File: src/rtl/clockrecv.sv
// clockrecv: receiver for the MCS-4 two-phase clock (clk1/clk2) in the sysclk domain.
// Synchronizes clk1/clk2/SYNC, emits single-cycle edge strobes, checks pulse
// width and non-overlap, and tracks the 8-phase instruction cycle aligned by SYNC.
module clockrecv #(
    parameter int SYSCLK_TCY  = 20,
    parameter int SYNC_STAGES = 2,
    parameter int MIN_TPW     = 380
) (
    input  logic       sysclk,
    input  logic       sysrst_n,
    input  logic       clk1_in,
    input  logic       clk2_in,
    input  logic       sync_in,
    input  logic       err_clr,
    output logic       clk1_rise,
    output logic       clk1_fall,
    output logic       clk2_rise,
    output logic       clk2_fall,
    output logic [2:0] phase,
    output logic       locked,
    output logic       err_width,
    output logic       err_overlap,
    output logic       err_sync
);

    localparam int MIN_TPW_CYC = MIN_TPW / SYSCLK_TCY;
    localparam int CNT_W       = $clog2(2 * MIN_TPW_CYC + 1);
    localparam logic [CNT_W-1:0] CNT_MIN = CNT_W'(MIN_TPW_CYC);

    typedef enum logic {UNLOCKED = 1'b0, LOCKED = 1'b1} state_t;

    logic [SYNC_STAGES-1:0] clk1_sr, clk2_sr, sync_sr;
    logic                   clk1_dly, clk2_dly;
    logic                   clk1_lvl, clk2_lvl, sync_lvl;
    logic                   rise1_c, fall1_c, rise2_c, fall2_c;
    logic [CNT_W-1:0]       cnt1, cnt2;
    logic                   sync_seen;
    logic                   width_evt, overlap_evt, sync_evt;
    state_t                 state_q, state_d;
    logic [2:0]             phase_d;

    // Saturating increment: the counter parks at all-ones on very long pulses.
    function automatic logic [CNT_W-1:0] sat_inc(input logic [CNT_W-1:0] v);
        return (&v) ? v : v + 1'b1;
    endfunction

    assign clk1_lvl = clk1_sr[SYNC_STAGES-1];
    assign clk2_lvl = clk2_sr[SYNC_STAGES-1];
    assign sync_lvl = sync_sr[SYNC_STAGES-1];

    assign rise1_c = clk1_lvl & ~clk1_dly;
    assign fall1_c = ~clk1_lvl & clk1_dly;
    assign rise2_c = clk2_lvl & ~clk2_dly;
    assign fall2_c = ~clk2_lvl & clk2_dly;

    // A pulse is short if its high-cycle count at the falling edge is below the minimum.
    assign width_evt   = (fall1_c & (cnt1 < CNT_MIN)) | (fall2_c & (cnt2 < CNT_MIN));
    assign overlap_evt = clk1_lvl & clk2_lvl;
    assign locked      = (state_q == LOCKED);

    // Synchronizer chains, delayed copies for edge detection, and registered strobes.
    always_ff @(posedge sysclk or negedge sysrst_n) begin
        if (!sysrst_n) begin
            clk1_sr   <= '0;
            clk2_sr   <= '0;
            sync_sr   <= '0;
            clk1_dly  <= 1'b0;
            clk2_dly  <= 1'b0;
            clk1_rise <= 1'b0;
            clk1_fall <= 1'b0;
            clk2_rise <= 1'b0;
            clk2_fall <= 1'b0;
        end else begin
            clk1_sr   <= {clk1_sr[SYNC_STAGES-2:0], clk1_in};
            clk2_sr   <= {clk2_sr[SYNC_STAGES-2:0], clk2_in};
            sync_sr   <= {sync_sr[SYNC_STAGES-2:0], sync_in};
            clk1_dly  <= clk1_lvl;
            clk2_dly  <= clk2_lvl;
            clk1_rise <= rise1_c;
            clk1_fall <= fall1_c;
            clk2_rise <= rise2_c;
            clk2_fall <= fall2_c;
        end
    end

    // High-time counters; the rising cycle itself is the first high cycle counted.
    always_ff @(posedge sysclk or negedge sysrst_n) begin
        if (!sysrst_n) begin
            cnt1 <= '0;
            cnt2 <= '0;
        end else begin
            if (rise1_c)       cnt1 <= CNT_W'(1);
            else if (clk1_lvl) cnt1 <= sat_inc(cnt1);
            if (rise2_c)       cnt2 <= CNT_W'(1);
            else if (clk2_lvl) cnt2 <= sat_inc(cnt2);
        end
    end

    // SYNC is captured at the clk2 fall strobe and consumed by the next clk1 rise strobe.
    always_ff @(posedge sysclk or negedge sysrst_n) begin
        if (!sysrst_n)      sync_seen <= 1'b0;
        else if (clk2_fall) sync_seen <= sync_lvl;
        else if (clk1_rise) sync_seen <= 1'b0;
    end

    // Phase state register.
    always_ff @(posedge sysclk or negedge sysrst_n) begin
        if (!sysrst_n) begin
            state_q <= UNLOCKED;
            phase   <= 3'd0;
        end else begin
            state_q <= state_d;
            phase   <= phase_d;
        end
    end

    // Phase next-state: steps once per clk1 rise, realigns or drops lock on SYNC checks.
    always_comb begin
        state_d  = state_q;
        phase_d  = phase;
        sync_evt = 1'b0;
        if (clk1_rise) begin
            case (state_q)
                UNLOCKED: begin
                    phase_d = 3'd0;
                    if (sync_seen) state_d = LOCKED;
                end
                LOCKED: begin
                    if (sync_seen) begin
                        sync_evt = (phase != 3'd7);
                        phase_d  = 3'd0;
                    end else if (phase == 3'd7) begin
                        sync_evt = 1'b1;
                        phase_d  = 3'd0;
                        state_d  = UNLOCKED;
                    end else begin
                        phase_d = phase + 3'd1;
                    end
                end
                default: begin
                    state_d = UNLOCKED;
                    phase_d = 3'd0;
                end
            endcase
        end
    end

    // Sticky error flags; a new event in the clearing cycle keeps the flag set.
    always_ff @(posedge sysclk or negedge sysrst_n) begin
        if (!sysrst_n) begin
            err_width   <= 1'b0;
            err_overlap <= 1'b0;
            err_sync    <= 1'b0;
        end else begin
            err_width   <= (err_width   & ~err_clr) | width_evt;
            err_overlap <= (err_overlap & ~err_clr) | overlap_evt;
            err_sync    <= (err_sync    & ~err_clr) | sync_evt;
        end
    end

endmodule

File: config.mk
export PLATFORM = sky130hd
export DESIGN_NAME = clockrecv
export DESIGN_NICKNAME = d
export VERILOG_FILES = /design/src/rtl/clockrecv.sv
export SDC_FILE = /design/constraint.sdc
export NUM_CORES = 1
export LEC_CHECK = 0
export CORE_MARGIN = 4
export CORE_UTILIZATION = 53
export DETAILED_ROUTE_END_ITERATION = 8
export PLACE_DENSITY = 0.83
export SYNTH_ARGS = -nofsm -noshare
export SYNTH_HDL_FRONTEND = slang
export SYNTH_SLANG_ARGS = --single-unit
File: constraint.sdc
create_clock -name sysclk -period 2.3 [get_ports sysclk]
set_clock_uncertainty 0.15 [all_clocks]
set_input_delay 0.345 -clock sysclk [delete_from_list [all_inputs] [get_ports sysclk]]
set_output_delay 0.345 -clock sysclk [all_outputs]
set_load 0.005 [all_outputs]
==> results.cfg <==
[clocking]
path_clk_slew_ps = 100
insertion_delay_ps = 340
post-cts-setup-buffers = 0
clockRootBuffer = clkbuf_4
ctsResizeCount = 0
clk_path_buf_depth = 2
cts_buffers = 5
ctsHoldBuffers = 0
h-tree-depth = 2
cts_tree = built
clock-sinks = 32

[synthesis]
synth_nets = 132
synth_top_area_cell = dfrtp_1
syn_area_um2 = 1380
synth.most_common_cell = dfrtp_1
ys_seq_area_share_pct = 57.9
synth_top_area_share_pct = 57.9
synth_cell_types = 31
async_reset_ff_share_pct = 100
synth-edff-count = 0
netlist_instances = 121
ys_top_cells_by_count = dfrtp_1, inv_1, nand2_1, nor2_1
syn-mean-instance-area_um2 = 11.4
ys_ff_latch = 32
synth_top_flop_cell = dfrtp_1
synth_area_leaders = dfrtp_1, ha_1, and4_1
yosys_warnings = 0

[route]
viasPerCell = 6.16
wire_per_inst_um = 15.4
drtAntennaViolNets = 0
vias = 1053
drtIter0Drc = 39
drc = 0
firstDrtPassIters = 5
wl_mm = 2.63

[placement]
dpl.hpwl_mm = 1.89
place_ws_ps = 572
dp_cells = 163
gp_congestion = 0.828
placed_cell_area_um2 = 1570
port_buffers = 16

[die]
rows = 18
core_um2 = 2480
die_h_um = 59.1
io_pins = 17
dieArea_um2 = 3490
start_util_pct = 55.9
die_w_um = 59.1

[global_routing]
grt_pass1_vias = 1033
grt_use_total_pct = 18.1
grtUsageMet3_pct = 6.75
grt_overflow = 0
use_met1_pct = 20.1
antenna_found_initial = 0
grt_first_pass_wirelength_mm = 4.53
grt.busiest_layer = met2
grt_max_degree = 33
gr-usage-met2_pct = 29.2

[worst_setup_path]
crit_chain = clkdlybuf4s50_1
crit_type = reg -> out
cp.required_ps = 1800
critPathSlowestCell = clkdlybuf4s50_1
cp-end-kind = output port
critPathArrivalTime_ps = 1470
critical-path-top-delay-family = buffers and inverters
cpPeakStageDelay_ps = 570
worst-path-buf-inv = 1
crit_path_max_fanout = 11
crit_path_start_kind = flop
rrSetupSlack_ps = 550

[pwr]
p_switching_uw = 372
p_per_area_nw_per_um2 = 829
power_switching_share_pct = 27.4
p_leak_nw = 0.743
combinationalPowerShare_pct = 16.6
internal-power_uw = 988
power_frac_seq_pct = 52.2
power_mw = 1.36
p_clk_share_pct = 31.2
ir_drop_mv = 0.644

[sta]
relSlewSlack_pct = 75.0
min_period_ps = 1960
worstMarginPinSlew_ps = 376
finalCritPeriodShare_pct = 85.2
hold_ws_ps = 204
rsz0062_at_grt = no
hold_viol = 0
slew_violations = 0
setup_ws_ps = 339
setup_tns_ps = 0
setup_violations = 0
fmax_ghz = 0.510

[run]
drv_cap = 0

[finish]
drive_gt1_share_pct = 7.80
stdcell_area_um2 = 1640
n_antenna_cell = 0
area_growth_pct = 18.6
layout.cells.non_filler = 171
finish.utilization_pct = 66.3
nets = 151

[min_path]
hp-class = reg -> reg

[status]
status = completed
==> layout by cell type (no fill, tap or decap), types with 4 or more instances in the layout <==
cell	count
nor2_1	6
and4_1	5
nor2b_1	4
ha_1	5
dfrtp_1	32
inv_1	11
clkdlybuf4s50_1	16
clkbuf_4	5
nand2_1	7
o21ai_0	5
==> final cells by class <==
type / count / area (µm²)
Tap cell: 30 / 37.5
Timing Repair Buffer: 17 / 168
Multi-Input combinational cell: 73 / 518
Fill cell: 177 / 836
Clock inverter: 2 / 35.0
Inverter: 11 / 41.3
Sequential cell: 32 / 801
Clock buffer: 6 / 41.3
==> logic make-up (layout without fill, tap and decap cells) <==
| family | Yosys count | count (layout) | share of synthesized area, % |
|---|---|---|---|
| AO/OA/AOI/OAI | 32 | 32 | 17.1 |
| adder cells (fa/ha/maj) | 5 | 5 | 4.52 |
| buffers and inverters | 16 | 36 | 4.70 |
| flip-flops | 32 | 32 | 57.9 |
| multiplexers | 3 | 3 | 2.26 |
| AND/OR/NAND/NOR | 33 | 33 | 13.6 |
==> routing by layer <==
metal	part of all wire (%)	up-vias
li1	-	490
met5	0	-
met1	43	514
met4	2.7	0
met2	47	39
met3	7.0	10
==> flip-flops by register name, summed over array words and instances (netlist names), 2 cells and up <==
signal,count
phase,3
sync_sr,2
clk2_sr,2
cnt2,6
cnt1,6
clk1_sr,2
==> path summary, 6_finish.rpt <==
path | start | to | cells past startpoint
hold reg to reg | clk1_sr[0]$_DFF_PN0_ | clk1_sr[1]$_DFF_PN0_ | 0
setup reg to reg | cnt2[0]$_DFFE_PN0P_ | cnt2[0]$_DFFE_PN0P_ | 4
setup / recovery | clk1_rise$_DFF_PN0_ | clk1_rise | 1
hold / removal | clk1_sr[0]$_DFF_PN0_ | clk1_sr[1]$_DFF_PN0_ | 0
max in group asynchronous | sysrst_n | clk1_sr[0]$_DFF_PN0_ | 2
min in group asynchronous | sysrst_n | cnt1[3]$_DFFE_PN0P_ | 2
==> power groups by stage <==
| stage | Combinational [mW] | Sequential, mW | Clock (mW) |
|---|---|---|---|
| after global placement | 0.212 | 0.713 | 0 |
| after detailed placement | 0.228 | 0.720 | 0 |
| after floorplan | 0.123 | 0.697 | 0 |
| after CTS | 0.230 | 0.708 | 0.435 |
| after global routing | 0.253 | 0.723 | 0.461 |
| final | 0.226 | 0.710 | 0.424 |
Note: power is estimated with default switching activity, not from simulation.
